File: src/rtl/csr_defs.sv
// csr_defs: shared definitions for the machine-mode CSR file.
//   - CSR address constants for every implemented (and optional) CSR
//   - access-operation encoding carried on op_i
//   - mstatus bit positions
//   - common mcause codes
//   - csr_wdata(): merges an operand into a CSR value according to the op
package csr_defs;

  // CSR addresses
  localparam logic [11:0] CSR_MVENDORID = 12'hF11;
  localparam logic [11:0] CSR_MARCHID   = 12'hF12;
  localparam logic [11:0] CSR_MIMPID    = 12'hF13;
  localparam logic [11:0] CSR_MHARTID   = 12'hF14;
  localparam logic [11:0] CSR_MSTATUS   = 12'h300;
  localparam logic [11:0] CSR_MTVEC     = 12'h305;
  localparam logic [11:0] CSR_MSCRATCH  = 12'h340;
  localparam logic [11:0] CSR_MEPC      = 12'h341;
  localparam logic [11:0] CSR_MCAUSE    = 12'h342;
  localparam logic [11:0] CSR_MCYCLE    = 12'hB00;
  localparam logic [11:0] CSR_MCYCLEH   = 12'hB80;
  localparam logic [11:0] CSR_MINSTRET  = 12'hB02;
  localparam logic [11:0] CSR_MINSTRETH = 12'hB82;
  localparam logic [11:0] CSR_CYCLE     = 12'hC00;
  localparam logic [11:0] CSR_CYCLEH    = 12'hC80;
  localparam logic [11:0] CSR_INSTRET   = 12'hC02;
  localparam logic [11:0] CSR_INSTRETH  = 12'hC82;

  // Access operations
  typedef enum logic [1:0] {
    OP_RW  = 2'b00,
    OP_SET = 2'b01,
    OP_CLR = 2'b10,
    OP_RO  = 2'b11
  } csr_op_e;

  // mstatus fields
  localparam int MSTATUS_MIE  = 3;
  localparam int MSTATUS_MPIE = 7;

  // mcause codes (exceptions)
  localparam logic [31:0] CAUSE_INSN_MISALIGNED = 32'd0;
  localparam logic [31:0] CAUSE_ILLEGAL_INSN    = 32'd2;
  localparam logic [31:0] CAUSE_BREAKPOINT      = 32'd3;
  localparam logic [31:0] CAUSE_ECALL_M         = 32'd11;

  // Value a write would leave in the CSR, before any WARL masking.
  function automatic logic [31:0] csr_wdata(input csr_op_e op,
                                            input logic [31:0] cur,
                                            input logic [31:0] operand);
    case (op)
      OP_RW:   csr_wdata = operand;
      OP_SET:  csr_wdata = cur | operand;
      OP_CLR:  csr_wdata = cur & ~operand;
      default: csr_wdata = cur;
    endcase
  endfunction

endpackage

File: src/rtl/csr_counter.sv
// csr_counter: free-running W-bit counter exposed as two 32-bit CSR halves.
//   clk    in   clock
//   rst_n  in   async reset, active low (clears the count)
//   inc    in   add one this cycle
//   wr_lo  in   replace bits [31:0] with wdata (wins over inc)
//   wr_hi  in   replace bits [W-1:32] with wdata (wins over inc)
//   wdata  in   32-bit write value
//   value  out  count zero-extended to 64 bits
// Legal W is 32..64; bits at and above W always read 0 and wrap is natural.
module csr_counter #(
  parameter int W = 64
) (
  input  logic        clk,
  input  logic        rst_n,
  input  logic        inc,
  input  logic        wr_lo,
  input  logic        wr_hi,
  input  logic [31:0] wdata,
  output logic [63:0] value
);

  logic [W-1:0] cnt_q;
  logic [63:0]  cnt_ext;
  logic [63:0]  merged;

  assign cnt_ext = 64'(cnt_q);
  assign value   = cnt_ext;

  // NOTE: every variable driven in always_comb gets a default first, so no path leaves it unassigned and no latch is inferred.
  always_comb begin
    merged = cnt_ext;
    if (wr_lo) merged[31:0]  = wdata;
    if (wr_hi) merged[63:32] = wdata;
  end

  // A half write replaces the count outright; the increment for that cycle is lost.
  // NOTE: sequential state uses non-blocking assignments so all flops update together at the edge.
  always_ff @(posedge clk or negedge rst_n) begin
    if (!rst_n) begin
      cnt_q <= '0;
    end else if (wr_lo || wr_hi) begin
      cnt_q <= merged[W-1:0];
    end else if (inc) begin
      cnt_q <= cnt_q + W'(1);
    end
  end

  // Bits of the merged word beyond the counter width are discarded.
  generate
    if (W < 64) begin : g_narrow
      logic unused_merged;
      assign unused_merged = ^merged[63:W];
    end
  endgenerate

endmodule

File: src/rtl/csr_file.sv
// csr_file: machine-mode CSR file with trap entry/return support.
//   clk_i, rst_ni           clock, async active-low reset
//   addr_i, data_i, op_i    CSR address, operand, op (RW/set/clear/read-only)
//   we_i                    access carries write intent
//   data_o, illegal_o       combinational read value / illegal-access flag
//   instret_inc_i           one instruction retired (used only with CSR_INSTRET_EN)
//   trap_i, trap_pc_i,      trap entry pulse with faulting PC and cause
//   trap_cause_i
//   mret_i                  trap return pulse
//   mtvec_o, mepc_o, mie_o  direct register views of mtvec, mepc, mstatus.MIE
// Optional feature: define CSR_INSTRET_EN to add minstret/minstreth and the
// instret/instreth user aliases.
module csr_file
  import csr_defs::*;
#(
  parameter logic [31:0] VEND_ID   = 32'h0,
  parameter logic [31:0] ARCH_ID   = 32'h0,
  parameter logic [31:0] IMPL_ID   = 32'h0,
  parameter logic [31:0] HART_ID   = 32'h0,
  parameter int          COUNTER_W = 64,
  parameter logic [31:0] MTVEC_RST = 32'h0
) (
  input  logic        clk_i,
  input  logic        rst_ni,
  input  logic [11:0] addr_i,
  input  logic [31:0] data_i,
  input  logic [1:0]  op_i,
  input  logic        we_i,
  output logic [31:0] data_o,
  output logic        illegal_o,
  input  logic        instret_inc_i,
  input  logic        trap_i,
  input  logic [31:0] trap_pc_i,
  input  logic [31:0] trap_cause_i,
  input  logic        mret_i,
  output logic [31:0] mtvec_o,
  output logic [31:0] mepc_o,
  output logic        mie_o
);

  logic        mie_q, mpie_q;
  logic [31:0] mtvec_q, mscratch_q, mepc_q, mcause_q;
  logic [63:0] mcycle, minstret;
  logic [31:0] mstatus_rd;
  logic [31:0] wval;
  logic        implemented;
  logic        wr_en;

  assign mstatus_rd = (32'(mie_q) << MSTATUS_MIE) | (32'(mpie_q) << MSTATUS_MPIE);

  // Read mux; anything not listed is unimplemented and reads 0.
  always_comb begin
    data_o      = '0;
    implemented = 1'b1;
    case (addr_i)
      CSR_MVENDORID:           data_o = VEND_ID;
      CSR_MARCHID:             data_o = ARCH_ID;
      CSR_MIMPID:              data_o = IMPL_ID;
      CSR_MHARTID:             data_o = HART_ID;
      CSR_MSTATUS:             data_o = mstatus_rd;
      CSR_MTVEC:               data_o = mtvec_q;
      CSR_MSCRATCH:            data_o = mscratch_q;
      CSR_MEPC:                data_o = mepc_q;
      CSR_MCAUSE:              data_o = mcause_q;
      CSR_MCYCLE, CSR_CYCLE:   data_o = mcycle[31:0];
      CSR_MCYCLEH, CSR_CYCLEH: data_o = mcycle[63:32];
`ifdef CSR_INSTRET_EN
      CSR_MINSTRET, CSR_INSTRET:   data_o = minstret[31:0];
      CSR_MINSTRETH, CSR_INSTRETH: data_o = minstret[63:32];
`endif
      default:                 implemented = 1'b0;
    endcase
  end

  // addr[11:10]==2'b11 marks the read-only CSR space; op 11 never writes.
  assign illegal_o = !implemented ||
                     (we_i && (addr_i[11:10] == 2'b11) && (op_i != OP_RO));
  assign wr_en     = we_i && (op_i != OP_RO) && !illegal_o;
  assign wval      = csr_wdata(csr_op_e'(op_i), data_o, data_i);

  csr_counter #(.W(COUNTER_W)) u_mcycle (
    .clk   (clk_i),
    .rst_n (rst_ni),
    .inc   (1'b1),
    .wr_lo (wr_en && (addr_i == CSR_MCYCLE)),
    .wr_hi (wr_en && (addr_i == CSR_MCYCLEH)),
    .wdata (wval),
    .value (mcycle)
  );

`ifdef CSR_INSTRET_EN
  csr_counter #(.W(COUNTER_W)) u_minstret (
    .clk   (clk_i),
    .rst_n (rst_ni),
    .inc   (instret_inc_i),
    .wr_lo (wr_en && (addr_i == CSR_MINSTRET)),
    .wr_hi (wr_en && (addr_i == CSR_MINSTRETH)),
    .wdata (wval),
    .value (minstret)
  );
`else
  assign minstret = '0;
  logic unused_instret;
  assign unused_instret = instret_inc_i ^ (^minstret);
`endif

  // mstatus: trap entry beats mret, and either beats a software write.
  always_ff @(posedge clk_i or negedge rst_ni) begin
    if (!rst_ni) begin
      mie_q  <= 1'b0;
      mpie_q <= 1'b0;
    end else if (trap_i) begin
      mpie_q <= mie_q;
      mie_q  <= 1'b0;
    end else if (mret_i) begin
      mie_q  <= mpie_q;
      mpie_q <= 1'b1;
    end else if (wr_en && (addr_i == CSR_MSTATUS)) begin
      mie_q  <= wval[MSTATUS_MIE];
      mpie_q <= wval[MSTATUS_MPIE];
    end
  end

  // mepc/mcause: a trap overrides any software write in the same cycle.
  always_ff @(posedge clk_i or negedge rst_ni) begin
    if (!rst_ni) begin
      mepc_q   <= '0;
      mcause_q <= '0;
    end else if (trap_i) begin
      mepc_q   <= trap_pc_i & ~32'h3;
      mcause_q <= trap_cause_i;
    end else if (wr_en) begin
      if (addr_i == CSR_MEPC)   mepc_q   <= wval & ~32'h3;
      if (addr_i == CSR_MCAUSE) mcause_q <= wval;
    end
  end

  // mtvec keeps bit 1 clear so only direct/vectored modes are representable.
  always_ff @(posedge clk_i or negedge rst_ni) begin
    if (!rst_ni) begin
      mtvec_q    <= MTVEC_RST & ~32'h2;
      mscratch_q <= '0;
    end else if (wr_en) begin
      if (addr_i == CSR_MTVEC)    mtvec_q    <= wval & ~32'h2;
      if (addr_i == CSR_MSCRATCH) mscratch_q <= wval;
    end
  end

  assign mtvec_o = mtvec_q;
  assign mepc_o  = mepc_q;
  assign mie_o   = mie_q;

endmodule

File: config.mk
export PLATFORM = sky130hd
export DESIGN_NAME = csr_file
export DESIGN_NICKNAME = d
export VERILOG_FILES = /design/src/rtl/csr_defs.sv /design/src/rtl/csr_counter.sv /design/src/rtl/csr_file.sv
export SDC_FILE = /design/constraint.sdc
export NUM_CORES = 1
export LEC_CHECK = 0
export BUFFER_PORTS_ARGS = -buffer_cell sky130_fd_sc_hd__buf_2
export CAP_MARGIN = 20
export CORE_MARGIN = 5
export CORE_UTILIZATION = 40
export DETAILED_ROUTE_END_ITERATION = 12
export MAX_ROUTING_LAYER = met4
export SLEW_MARGIN = 20
export SYNTH_ARGS = -nofsm -noshare
export SYNTH_HDL_FRONTEND = slang
export SYNTH_HIERARCHICAL = 1
export SYNTH_SLANG_ARGS = --single-unit
File: constraint.sdc
create_clock -name clk_i -period 3.3 [get_ports clk_i]
set_input_delay 0.165 -clock clk_i [delete_from_list [all_inputs] [get_ports clk_i]]
set_output_delay 0.165 -clock clk_i [all_outputs]
set_load 0.05 [all_outputs]
==> results of run 1 <==
## metal layers
layer / GRT usage, % / vias to the layer above / routed length, microns / share of wire (%)
met1: 38.5 / 6569 / 21700 / 43
li1: - / 6100 / - / -
met2: 42.2 / 599 / 22600 / 45
met5: - / - / 0 / 0
met3: 5.27 / 95 / 4220 / 8.4
met4: 9.94 / 0 / 1750 / 3.5
## worst max path at each step
stage | to | slack (ns) | cells after the start
floorplan | data_o[31] | 0.21 | 8
global placement | u_mcycle/value[10] | 0.29 | 12
detailed placement | u_mcycle/value[20] | 0.21 | 12
CTS | u_mcycle/value[60] | 0.57 | 5
global route | u_mcycle/value[42] | 0.28 | 5
finish | u_mcycle/value[60] | 0.35 | 5
## final cells by class
class	instances	area share (%)
Multi-Input combinational cell	1187	47.8
Sequential cell	191	29.9
Timing Repair Buffer	328	13.9
Tap cell	442	3.46
Clock buffer	20	2.85
Inverter	49	1.15
Clock inverter	12	0.978
Antenna cell	1	0.0156
## critical path, stage by stage (launching register included)
cell,delay (ns)
sky130_fd_sc_hd__dfrtp_1,0.55
sky130_fd_sc_hd__nand4_1,0.48
sky130_fd_sc_hd__nor3_1,0.64
sky130_fd_sc_hd__nand4_1,0.52
sky130_fd_sc_hd__or3_1,0.50
sky130_fd_sc_hd__a31oi_1,0.17
## cells in the mapped netlist (6+ instances only)
library cell / number / area [sq um]
sky130_fd_sc_hd__or3_1: 39 / 244
sky130_fd_sc_hd__a22oi_1: 31 / 233
sky130_fd_sc_hd__o21bai_1: 21 / 158
sky130_fd_sc_hd__nor2_1: 200 / 751
sky130_fd_sc_hd__buf_2: 22 / 110
sky130_fd_sc_hd__and3_1: 27 / 169
sky130_fd_sc_hd__a21oi_1: 111 / 556
sky130_fd_sc_hd__a21o_1: 7 / 52.6
sky130_fd_sc_hd__mux2i_1: 89 / 891
sky130_fd_sc_hd__o21ai_1: 62 / 310
sky130_fd_sc_hd__xor2_1: 6 / 52.6
sky130_fd_sc_hd__clkbuf_1: 76 / 285
sky130_fd_sc_hd__nor2b_1: 9 / 56.3
sky130_fd_sc_hd__o21ai_0: 39 / 195
sky130_fd_sc_hd__o22a_1: 7 / 61.3
sky130_fd_sc_hd__or2_2: 6 / 37.5
sky130_fd_sc_hd__o32ai_2: 12 / 195
sky130_fd_sc_hd__nor4_1: 20 / 125
sky130_fd_sc_hd__inv_1: 48 / 180
sky130_fd_sc_hd__nor3_1: 25 / 125
sky130_fd_sc_hd__a2bb2oi_1: 7 / 61.3
sky130_fd_sc_hd__o32ai_1: 6 / 52.6
sky130_fd_sc_hd__dfrtp_1: 191 / 4780
sky130_fd_sc_hd__a211oi_1: 7 / 52.6
sky130_fd_sc_hd__and2_1: 8 / 50.1
sky130_fd_sc_hd__o31ai_1: 7 / 52.6
sky130_fd_sc_hd__a31oi_1: 27 / 169
sky130_fd_sc_hd__xnor2_1: 8 / 70.1
sky130_fd_sc_hd__nand2_1: 131 / 492
sky130_fd_sc_hd__o32ai_4: 18 / 495
sky130_fd_sc_hd__nand3_1: 52 / 260
sky130_fd_sc_hd__or4_1: 9 / 67.6
sky130_fd_sc_hd__nand2b_1: 33 / 206
sky130_fd_sc_hd__o22ai_1: 11 / 68.8
sky130_fd_sc_hd__o2bb2ai_1: 23 / 201
sky130_fd_sc_hd__nand4_1: 38 / 238
## power by group through the flow
stage                     Combinational (W)  Clock, W  Sequential (W)
after global routing                0.00122   0.00233         0.00268
after floorplan                    0.000564         0         0.00276
after detailed placement            0.00105         0         0.00270
final                               0.00112   0.00223         0.00266
after CTS                           0.00111   0.00226         0.00266
after global placement              0.00104         0         0.00269
## flip-flops by register name, indices dropped and copies added (netlist names)
| signal | count |
|---|---|
| mpie_q | 1 |
| mcause_q | 32 |
| mtvec_o | 31 |
| mepc_o | 30 |
| u_mcycle/value | 64 |
| mscratch_q | 32 |
| mie_o | 1 |
## cells by family (layout without fill, tap and decap cells)
group | Yosys count | in the layout | share of synthesized area (%)
other | 2 | 12 | 0.0575
AOI/OAI and AO/OA | 441 | 441 | 25.5
and+or+nand+nor | 626 | 626 | 24.2
adders and majority gates | 1 | 1 | 0.0959
buffers and inverters | 159 | 409 | 5.31
xor gates and xnor gates | 14 | 14 | 0.940
muxes | 94 | 94 | 7.26
DFF | 191 | 191 | 36.6
## through the flow
step / total power [W] / instances / util [%] / setup WS (ns)
after floorplan: 0.00332 / 1537 / - / 0.213
after global placement: 0.00373 / 2137 / 45.7 / 0.293
after detailed placement: 0.00375 / 2137 / 45.7 / 0.213
after CTS: 0.00603 / 2229 / 49.4 / 0.571
after global routing: 0.00623 / 2230 / 49.4 / 0.277
final: 0.00601 / 2230 / 49.4 / 0.355
==> results.txt, run 1 <==
----------------------------------------------------
[Outcome]
  Outcome ... finished, final reports clean

[Clocking]
  Clock-pin slew reported for the worst setup and hold paths after clock tree synthesis ... ~0.08 ns
  Clock tree from TritonCTS ... done
  Master cell of the clock root buffer ... sky130_fd_sc_hd__clkbuf_16
  Setup repair bufs after CTS ... 0
  Clock insertion delay at the later pin of the skew report ... 0.45 ns
  H-Tree Depth ... 4
  Number of buffers on the longest clock path ... 2
  Number of hold buffers added after CTS ... 60
  Number of gates given a new drive strength after cts ... 0
  Total clock buffers created by CTS ... 17
  Total clock sinks ... between 150 and 200

[Worst setup path]
  Setup slack on the worst flop-to-flop path ... approximately 0.35 ns
  Critical R2R Launch ... u_mcycle/value[23]
  Type of the worst setup path ... flop to flop
  Count of cells along the worst register-to-register path ... 5
  Maximum fanout along the worst path ... 8
  Start point of the critical path ... u_mcycle/value[23]
  Critical path arrival ... 3.31 ns
  Req. time, crit path ... roughly 3.7 ns
  CP startpoint kind ... flop
  Critical register-to-register path endpoint ... u_mcycle/value[60]
  Worst Setup End Kind ... flop

[Global route]
  Vias in the first global route ... 13,289
  Pin count of the biggest net entering global routing ... 83
  Total overflow reported by the global router ... 0
  Total global routing track utilization ... 28.2%
  First-pass GRT wire length ... 77,700 microns
  Number of antenna violations at the first check in global routing ... 1

[Pwr]
  Cell Int Power ... 0.00412 W
  Ratio of total power to cell area ... 375 mW/mm^2
  Switching power share of the total ... between 30% and 40%
  Max IR drop VDD ... 0.304 mV
  Cell leakage power ... 7.08 nW
  Sequential share of power ... around 44%
  Portion of total power attributed to combinational logic ... 18.6%
  Switching power total ... approximately 0.0019 W
  Clock network fraction of design power ... 37.1%

[Hold path]
  Hold Path Stages ... 3
  Kind of path behind the tightest hold check ... primary input to flop
  Destination of the worst hold path ... mcause_q[21]
  Startpoint of the worst hold path ... trap_cause_i[21]

[Timing]
  Final hold violation count ... 0
  Unrepaired setup endpoints after global routing ... false
  Fin Clk Skew ... 0.0102 ns
  Period utilization ... 89.3%
  Worst hold slack after final layout ... 0.0218 ns
  Worst slew margin relative to its limit ... 47.3%
  Setup violations, final ... 0
  Final critical path time including I/O delays and setup ... 2.95 ns
  Actual slew at the worst max-slew pin ... 0.790 ns
  Fmax achieved ... 340 MHz
  Summed negative setup slack over all endpoints ... 0 ns
  Max Slew Vio Count ... 0

[Logic synthesis]
  Ys async rst share ... 100%
  Total of flip-flops plus latches after synthesis ... 191
  EDFF count, synth ... 0
  Part of the Yosys area used for sequential elements ... 36.6%
  Synthesized area per cell ... approximately 8.5 sq um
  Predominant post-synthesis flop cell ... sky130_fd_sc_hd__dfrtp_1
  Mapped cell area ... 0.0131 sq mm
  Post-synth cell types ... just over 80
  Yosys Warn Count ... 6
  Gate Count Post-Synth ... about 1,500

[Place]
  Cell area after placement ... 0.0148 sq mm
  Post-detailed-placement half-perimeter wirelength ... approximately 37,000 microns
  Global placer's final weighted congestion ... 1.03
  Quantity of I/O buffers inserted on ports ... just over 200

[Finish]
  Area of combinational cells with multiple inputs ... 0.00764 sq mm
  Final design instance area without fill ... between 0.015 and 0.02 sq mm
  Register Area ... 0.00478 sq mm
  Area Overhead vs Synth ... 22.6%
  Most frequent cells in the layout ... 204 x sky130_fd_sc_hd__buf_2, 198 x sky130_fd_sc_hd__nor2_1, 191 x sky130_fd_sc_hd__dfrtp_1
  Commonest non-fill, non-tap cell in the layout ... sky130_fd_sc_hd__buf_2
  Number of filler cells placed in the layout ... about 3,200
  Fraction of final layout cells sized beyond drive strength 1 ... 20.6%
  Post-layout net count ... 1,891

[Floorplan]
  Placeable core region ... 0.0324 sq mm
  Horizontal die dimension ... 191 microns
  Die Area ... 0.0363 sq mm
  Row cnt ... 66
  Starting Density ... between 40% and 50%
  Vertical extent of the die ... 191 microns
  Boundary pin count ... approximately 210

[Detailed routing]
  Number of antenna-violating nets in the routed design ... 0
  DRC errors left ... 0
  Vias per inst ... 5.99
  First-pass iteration count of the detailed router ... 6
  DRT iter0 DRCs ... 1,377
  Detail-routed net length per standard cell ... between 20 and 25 microns
  Final Routed Wirelength ... roughly 50,000 microns
  Total number of vias ... 13,363

[Job]
  Max-Cap Viols ... 0

----------------------------------------------------
No activity file was read; power rests on OpenSTA's default activity.
==> run 2, diff against run 1 <==
Settings changed: GPL_TIMING_DRIVEN from default to 0, SLEW_MARGIN 20 to default.
==> results.txt, run 2 (synthesis results as in run 1) <==
----------------------------------------------------
[Global route]
  First-pass GRT wire length ... 87,600 microns (was 77,700 microns)
  Pin count of the biggest net entering global routing ... 98 (was 83)
  Total global routing track utilization ... 33.0% (was 28.2%)
  Number of antenna violations at the first check in global routing ... 0 (was 1)
  Total overflow reported by the global router ... 0 (unchanged)
  Vias in the first global route ... 13,671 (was 13,289)

[Finish]
  Commonest non-fill, non-tap cell in the layout ... sky130_fd_sc_hd__buf_2 (unchanged)
  Post-layout net count ... 1,938 (was 1,891)
  Largest register FFs ... 64 (unchanged)
  Register Area ... 0.00478 sq mm (unchanged)
  Fraction of final layout cells sized beyond drive strength 1 ... 19.0% (was 20.6%)
  Area Overhead vs Synth ... 22.6% (about the same)
  Area of combinational cells with multiple inputs ... 0.00764 sq mm (unchanged)
  Final design instance area without fill ... 0.0160 sq mm (about the same)
  Most frequent cells in the layout ... 226 x sky130_fd_sc_hd__buf_2, 198 x sky130_fd_sc_hd__nor2_1, 191 x sky130_fd_sc_hd__dfrtp_1 (was 204 x sky130_fd_sc_hd__buf_2, 198 x sky130_fd_sc_hd__nor2_1, 191 x sky130_fd_sc_hd__dfrtp_1)
  Number of filler cells placed in the layout ... 3,211 (was 3,180)
  Final core area utilization ... 49.4% (about the same)

[Clocking]
  H-Tree Depth ... 4 (unchanged)
  Number of buffers on the longest clock path ... 2 (unchanged)
  Clock-pin slew reported for the worst setup and hold paths after clock tree synthesis ... 0.08 ns (about the same)
  Clock insertion delay at the later pin of the skew report ... 0.47 ns (was 0.45 ns)
  Clock tree from TritonCTS ... done (unchanged)
  Master cell of the clock root buffer ... sky130_fd_sc_hd__clkbuf_16 (unchanged)
  Total clock sinks ... 191 (unchanged)
  Total clock buffers created by CTS ... 17 (unchanged)

[Floorplan]
  Vertical extent of the die ... 191 microns (unchanged)
  Horizontal die dimension ... 191 microns (unchanged)
  Starting Density ... 40.3% (unchanged)
  Boundary pin count ... 214 (unchanged)
  Die Area ... 0.0363 sq mm (unchanged)
  Placeable core region ... 0.0324 sq mm (unchanged)
  Row cnt ... 66 (unchanged)

[Timing]
  Setup violations, final ... 3 (was 0)
  Fin Clk Skew ... 0.0127 ns (was 0.0102 ns)
  Worst slew margin relative to its limit ... 24.8% (was 47.3%)
  Actual slew at the worst max-slew pin ... 1.13 ns (was 0.790 ns)
  Worst setup slack after layout ... -0.0694 ns (was 0.355 ns)
  Max Slew Vio Count ... 0 (unchanged)
  Fmax achieved ... 297 MHz (was 340 MHz)
  Period utilization ... 102% (was 89.3%)
  Final critical path time including I/O delays and setup ... 3.37 ns (was 2.95 ns)
  Final hold violation count ... 0 (unchanged)
  Unrepaired setup endpoints after global routing ... true (was false)

[Pwr]
  Ratio of total power to cell area ... 385 mW/mm^2 (was 375 mW/mm^2)
  Max IR drop VDD ... 0.406 mV (was 0.304 mV)
  Cell leakage power ... 7.07 nW (was 7.08 nW)

[Worst setup path]
  Critical path arrival ... 3.71 ns (was 3.31 ns)
  Maximum fanout along the worst path ... 12 (was 8)
  Worst Setup End Kind ... flop (unchanged)
  Setup slack on the worst flop-to-flop path ... 0.44 ns (was 0.35 ns)
  CP startpoint kind ... primary input (was flop)
  Req. time, crit path ... 3.64 ns (was 3.66 ns)
  Type of the worst setup path ... primary input to flop (was flop to flop)

[Detailed routing]
  Total number of vias ... 14,215 (was 13,363)
  Number of antenna-violating nets in the routed design ... 0 (unchanged)
  DRT iter0 DRCs ... 1,689 (was 1,377)
  Final Routed Wirelength ... 59,200 microns (was 50,200 microns)
  Detail-routed net length per standard cell ... 26.0 microns (was 22.5 microns)
  Vias per inst ... 6.24 (was 5.99)
  First-pass iteration count of the detailed router ... 6 (unchanged)
  DRC errors left ... 0 (unchanged)

[Outcome]
  Outcome ... complete, but fails checks (was finished, final reports clean)
  Violations in the final reports ... negative setup slack

[Place]
  Post-detailed-placement half-perimeter wirelength ... 45,100 microns (was 36,900 microns)
  Cell area after placement ... 0.0147 sq mm (was 0.0148 sq mm)
  Global placer's final weighted congestion ... 1.03 (about the same)
  Quantity of I/O buffers inserted on ports ... 202 (was 207)

[Hold path]
  Kind of path behind the tightest hold check ... primary input to flop (unchanged)

[Job]
  Max-Cap Viols ... 0 (unchanged)

----------------------------------------------------
## run 2: cell types whose count changed in the layout (fill, tap and decap cells not counted), sizes merged
cell / change
inv: +2
clkbuf: +72
clkinvlp: +1
buf: -25
clkinv: -3
## run 2: metrics by stage
step | power [W] | cells | hold WS [ns] | setup slack (ns) | setup TNS (ns)
after global placement | 0.00375 | 2181 | 0.379 | -1.50 | -349.91
after CTS | 0.00613 | 2275 | 0.00619 | 0.0520 | 0
after detailed placement | 0.00378 | 2183 | 0.269 | -1.45 | -66.72
final | 0.00616 | 2277 | 0.0252 | -0.0694 | -0.149
after floorplan | 0.00332 | 1537 | -0.131 | 0.213 | 0
after global routing | 0.00635 | 2276 | 0.0132 | -0.0660 | -0.159
## run 2: final cells by class
class | count | share of cell area, %
clock buffers | 20 | 2.92
inverters | 49 | 1.15
diodes | 1 | 0.0156
plain buffers | 108 | 3.25
repair buffers | 267 | 10.5
flip-flops and latches | 191 | 29.9
multi-input cells | 1187 | 47.8
clock inverters | 12 | 1.09
well taps | 442 | 3.46
## run 2: report_power, final
| part | leakage (nW) | switching (W) | internal, W |
|---|---|---|---|
| sequential | 2.45 | 0.000170 | 0.00248 |
| clock | 0.311 | 0.00106 | 0.00128 |
| combinational | 4.31 | 0.000781 | 0.000390 |
| total | 7.07 | 0.00201 | 0.00414 |
## run 2: timing repair
item                       CTS  global route
gates resized for setup     17             8
setup endpoints to repair   64            21
hold buffers                60             0
pin swaps                    1             1
hold endpoints to repair   153             0
setup buffers                1             2
## run 2: path summary, 6_finish.rpt
path / depth (start not counted) / endpoint / from
min reg2reg: 2 / mscratch_q[1] / mscratch_q[1]
max reg2reg: 7 / u_mcycle/value[7] / mepc_o[7]
max: 12 / u_mcycle/value[18] / addr_i[0]
min in group asynchronous: 2 / mscratch_q[19] / rst_ni
min: 3 / mepc_o[21] / trap_pc_i[21]
max in group asynchronous: 3 / mtvec_o[13] / rst_ni
## run 2: critical path: stages
cell                       delay, ns
sky130_fd_sc_hd__buf_2          0.18
sky130_fd_sc_hd__nor2b_1        0.15
sky130_fd_sc_hd__clkbuf_2       0.26
sky130_fd_sc_hd__and4b_1        0.44
sky130_fd_sc_hd__o21ai_0        0.25
sky130_fd_sc_hd__o2111a_1       0.34
sky130_fd_sc_hd__nor3_2         0.12
sky130_fd_sc_hd__nor2_2         0.54
sky130_fd_sc_hd__clkbuf_1       0.57
sky130_fd_sc_hd__nand3_1        0.35
sky130_fd_sc_hd__o22ai_1        0.24
sky130_fd_sc_hd__a21oi_1        0.09
## run 2: routing by layer
metal | vias up | wire length [microns] | track usage, %
met5 | - | 0 | -
met4 | 0 | 2060 | 10.9
met3 | 133 | 5820 | 6.88
met2 | 868 | 26900 | 50.8
met1 | 6991 | 24400 | 43.7
li1 | 6223 | - | -
==> run 3, diff against run 2 <==
Settings changed: CORE_MARGIN 5 to default.
==> results.txt, run 3 (synthesis results as in run 1) <==
----------------------------------------------------
[Worst setup path]
  Critical R2R Launch ... u_mcycle/value[39] (was mepc_o[7])
  Critical path arrival ... 3.59 ns (was 3.71 ns)
  Critical Path End ... u_mcycle/value[43] (was u_mcycle/value[18])
  Cell depth of the worst setup path ... 11 (was 12)
  CP startpoint kind ... primary input (unchanged)
  Count of cells along the worst register-to-register path ... 7 (unchanged)
  Req. time, crit path ... 3.64 ns (about the same)
  Cell-by-cell trace of the critical path ... buf_2 -> nor2b_1 -> clkbuf_2 -> clkbuf_2 -> o21ai_1 -> o2111a_2 -> nor3_4 -> nor2_2 -> nand2_1 -> or4_1 -> o211a_1 (was buf_2 -> nor2b_1 -> clkbuf_2 -> and4b_1 -> o21ai_0 -> o2111a_1 -> nor3_2 -> nor2_2 -> clkbuf_1 -> nand3_1 -> o22ai_1 -> a21oi_1)
  Cell occurring most often along the worst timing path ... sky130_fd_sc_hd__clkbuf_2
  Count of buffering cells on the critical path with inverters included ... 3 (unchanged)
  Delay-heaviest family, CP ... simple AND/OR/NAND/NOR gates (unchanged)
  Maximum fanout along the worst path ... 10 (was 12)
  Start point of the critical path ... addr_i[0] (unchanged)
  Setup slack on the worst flop-to-flop path ... 0.44 ns (about the same)
  Worst Setup End Kind ... flop (unchanged)
  Type of the worst setup path ... primary input to flop (unchanged)
  Maximum cell stage delay along the critical path ... 0.59 ns (was 0.57 ns)
  Slowest stage cell on the critical path ... sky130_fd_sc_hd__or4_1 (was sky130_fd_sc_hd__clkbuf_1)
  Critical register-to-register path endpoint ... u_mcycle/value[7] (unchanged)

[Timing]
  Period utilization ... 98.4% (was 102%)
  Actual slew at the worst max-slew pin ... 1.07 ns (was 1.13 ns)
  Setup violations, final ... 0 (was 3)
  Max Slew Vio Count ... 0 (unchanged)
  Fmax achieved ... 308 MHz (was 297 MHz)
  Final critical path time including I/O delays and setup ... 3.25 ns (was 3.37 ns)
  Worst slew margin relative to its limit ... 27.8% (was 24.8%)
  Final hold violation count ... 0 (unchanged)
  Fin Clk Skew ... 0.0229 ns (was 0.0127 ns)
  Worst hold slack after final layout ... 0.0209 ns (was 0.0252 ns)
  Unrepaired setup endpoints after global routing ... true (unchanged)

[Detailed routing]
  Vias per inst ... 6.18 (was 6.24)
  Final Routed Wirelength ... 58,000 microns (was 59,200 microns)
  Detail-routed net length per standard cell ... 25.5 microns (was 26.0 microns)
  First-pass iteration count of the detailed router ... 5 (was 6)
  DRC errors left ... 0 (unchanged)
  DRT iter0 DRCs ... 1,642 (was 1,689)
  Number of antenna-violating nets in the routed design ... 0 (unchanged)
  Total number of vias ... 14,057 (was 14,215)

[Clocking]
  Number of buffers on the longest clock path ... 2 (unchanged)
  Total clock buffers created by CTS ... 17 (unchanged)
  Clock-pin slew reported for the worst setup and hold paths after clock tree synthesis ... 0.08 ns (about the same)
  Master cell of the clock root buffer ... sky130_fd_sc_hd__clkbuf_16 (unchanged)
  H-Tree Depth ... 4 (unchanged)
  Clock tree from TritonCTS ... done (unchanged)
  Clock insertion delay at the later pin of the skew report ... 0.47 ns (about the same)
  Total clock sinks ... 191 (unchanged)

[Finish]
  Final std cells w/o fill ... 2,275 (was 2,277)
  Commonest non-fill, non-tap cell in the layout ... sky130_fd_sc_hd__buf_2 (unchanged)
  Fraction of final layout cells sized beyond drive strength 1 ... 19.4% (was 19.0%)
  Post-layout net count ... 1,945 (was 1,938)
  Most frequent cells in the layout ... 229 x sky130_fd_sc_hd__buf_2, 198 x sky130_fd_sc_hd__nor2_1, 191 x sky130_fd_sc_hd__dfrtp_1 (was 226 x sky130_fd_sc_hd__buf_2, 198 x sky130_fd_sc_hd__nor2_1, 191 x sky130_fd_sc_hd__dfrtp_1)
  Area Overhead vs Synth ... 22.6% (about the same)
  Count of inserted antenna diode cells ... 0 (was 1)
  Final core area utilization ... 50.3% (was 49.4%)
  Largest register FFs ... 64 (unchanged)

[Pwr]
  Cell leakage power ... 7.09 nW (was 7.07 nW)
  Max IR drop VDD ... 0.440 mV (was 0.406 mV)
  Ratio of total power to cell area ... 376 mW/mm^2 (was 385 mW/mm^2)

[Place]
  Post-detailed-placement half-perimeter wirelength ... 44,300 microns (was 45,100 microns)
  Cell count after placement ... 2,176 (was 2,183)
  Global placer's final weighted congestion ... 0.981 (was 1.03)
  Quantity of I/O buffers inserted on ports ... 202 (unchanged)

[Global route]
  Vias in the first global route ... 13,560 (was 13,671)
  Pin count of the biggest net entering global routing ... 100 (was 98)
  Total global routing track utilization ... 36.2% (was 33.0%)
  Number of antenna violations at the first check in global routing ... 0 (unchanged)
  Total overflow reported by the global router ... 0 (unchanged)
  First-pass GRT wire length ... 86,500 microns (was 87,600 microns)

[Floorplan]
  Boundary pin count ... 214 (unchanged)
  Row cnt ... 65 (was 66)
  Vertical extent of the die ... 183 microns (was 191 microns)
  Die Area ... 0.0334 sq mm (was 0.0363 sq mm)
  Horizontal die dimension ... 183 microns (was 191 microns)
  Placeable core region ... 0.0318 sq mm (was 0.0324 sq mm)
  Starting Density ... 41.0% (was 40.3%)

[Outcome]
  Outcome ... finished, final reports clean (was complete, but fails checks)

[Job]
  Max-Cap Viols ... 0 (unchanged)

[Hold path]
  Kind of path behind the tightest hold check ... primary input to flop (unchanged)

----------------------------------------------------
## run 3: worst min-delay path by stage
stage	from	end	depth (start not counted)
2_1_floorplan	rst_ni	mcause_q[0]	0
3_3_place_gp	trap_pc_i[16]	mepc_o[16]	3
3_5_place_dp	rst_ni	mepc_o[17]	1
4_1_cts	trap_pc_i[21]	mepc_o[21]	3
5_1_grt	trap_cause_i[0]	mcause_q[0]	3
6_report	trap_pc_i[21]	mepc_o[21]	3
## run 3: what timing repair did
action,CTS,global route
hold endpoints to repair,152,0
endpoints found under the setup margin,64,54
pin swaps,1,1
setup buffers,4,3
gates resized for setup,20,18
hold buffers,61,0
## run 3: worst register-to-register path: cells and delay by family (launching register included)
family,cells,cell delay (ns)
buf+inv,1,0.14
mux,1,0.42
flops,1,0.51
simple gates,3,1.39
compound gates,2,0.31
## run 3: cell type report
type	instances	area, sq um
flip-flops and latches	191	4780
clock inverters	11	133
inverters	49	184
clock buffers	20	457
multi-input cells	1187	7650
plain buffers	109	529
fillers	3077	15800
well taps	435	544
repair buffers	273	1720
## run 3: report_power, final
group          switching [W]  internal (W)
clock                0.00105       0.00116
combinational       0.000770      0.000389
sequential          0.000164       0.00248
## run 3: stage by stage
| stage | TNS (ns) | worst slack [ns] | total power, W | cell area, sq um |
|---|---|---|---|---|
| 2_1_floorplan | 0 | 0.213 | 0.00332 | 13100 |
| 5_1_grt | 0 | 0.00426 | 0.00618 | 16000 |
| 4_1_cts | 0 | 0.0432 | 0.00599 | 16000 |
| 3_5_place_dp | -86.05 | -1.73 | 0.00376 | 14700 |
| 3_3_place_gp | -366.22 | -1.71 | 0.00374 | 14600 |
| 6_report | 0 | 0.0520 | 0.00601 | 16000 |
## run 3: metal layers
metal / global-route usage (%) / up-vias / share of wire (%)
met1: 49.2 / 6895 / 43
met2: 53.8 / 824 / 44
li1: - / 6204 / -
met4: 15.6 / 0 / 4.2
met5: - / - / 0
met3: 4.97 / 134 / 8.5
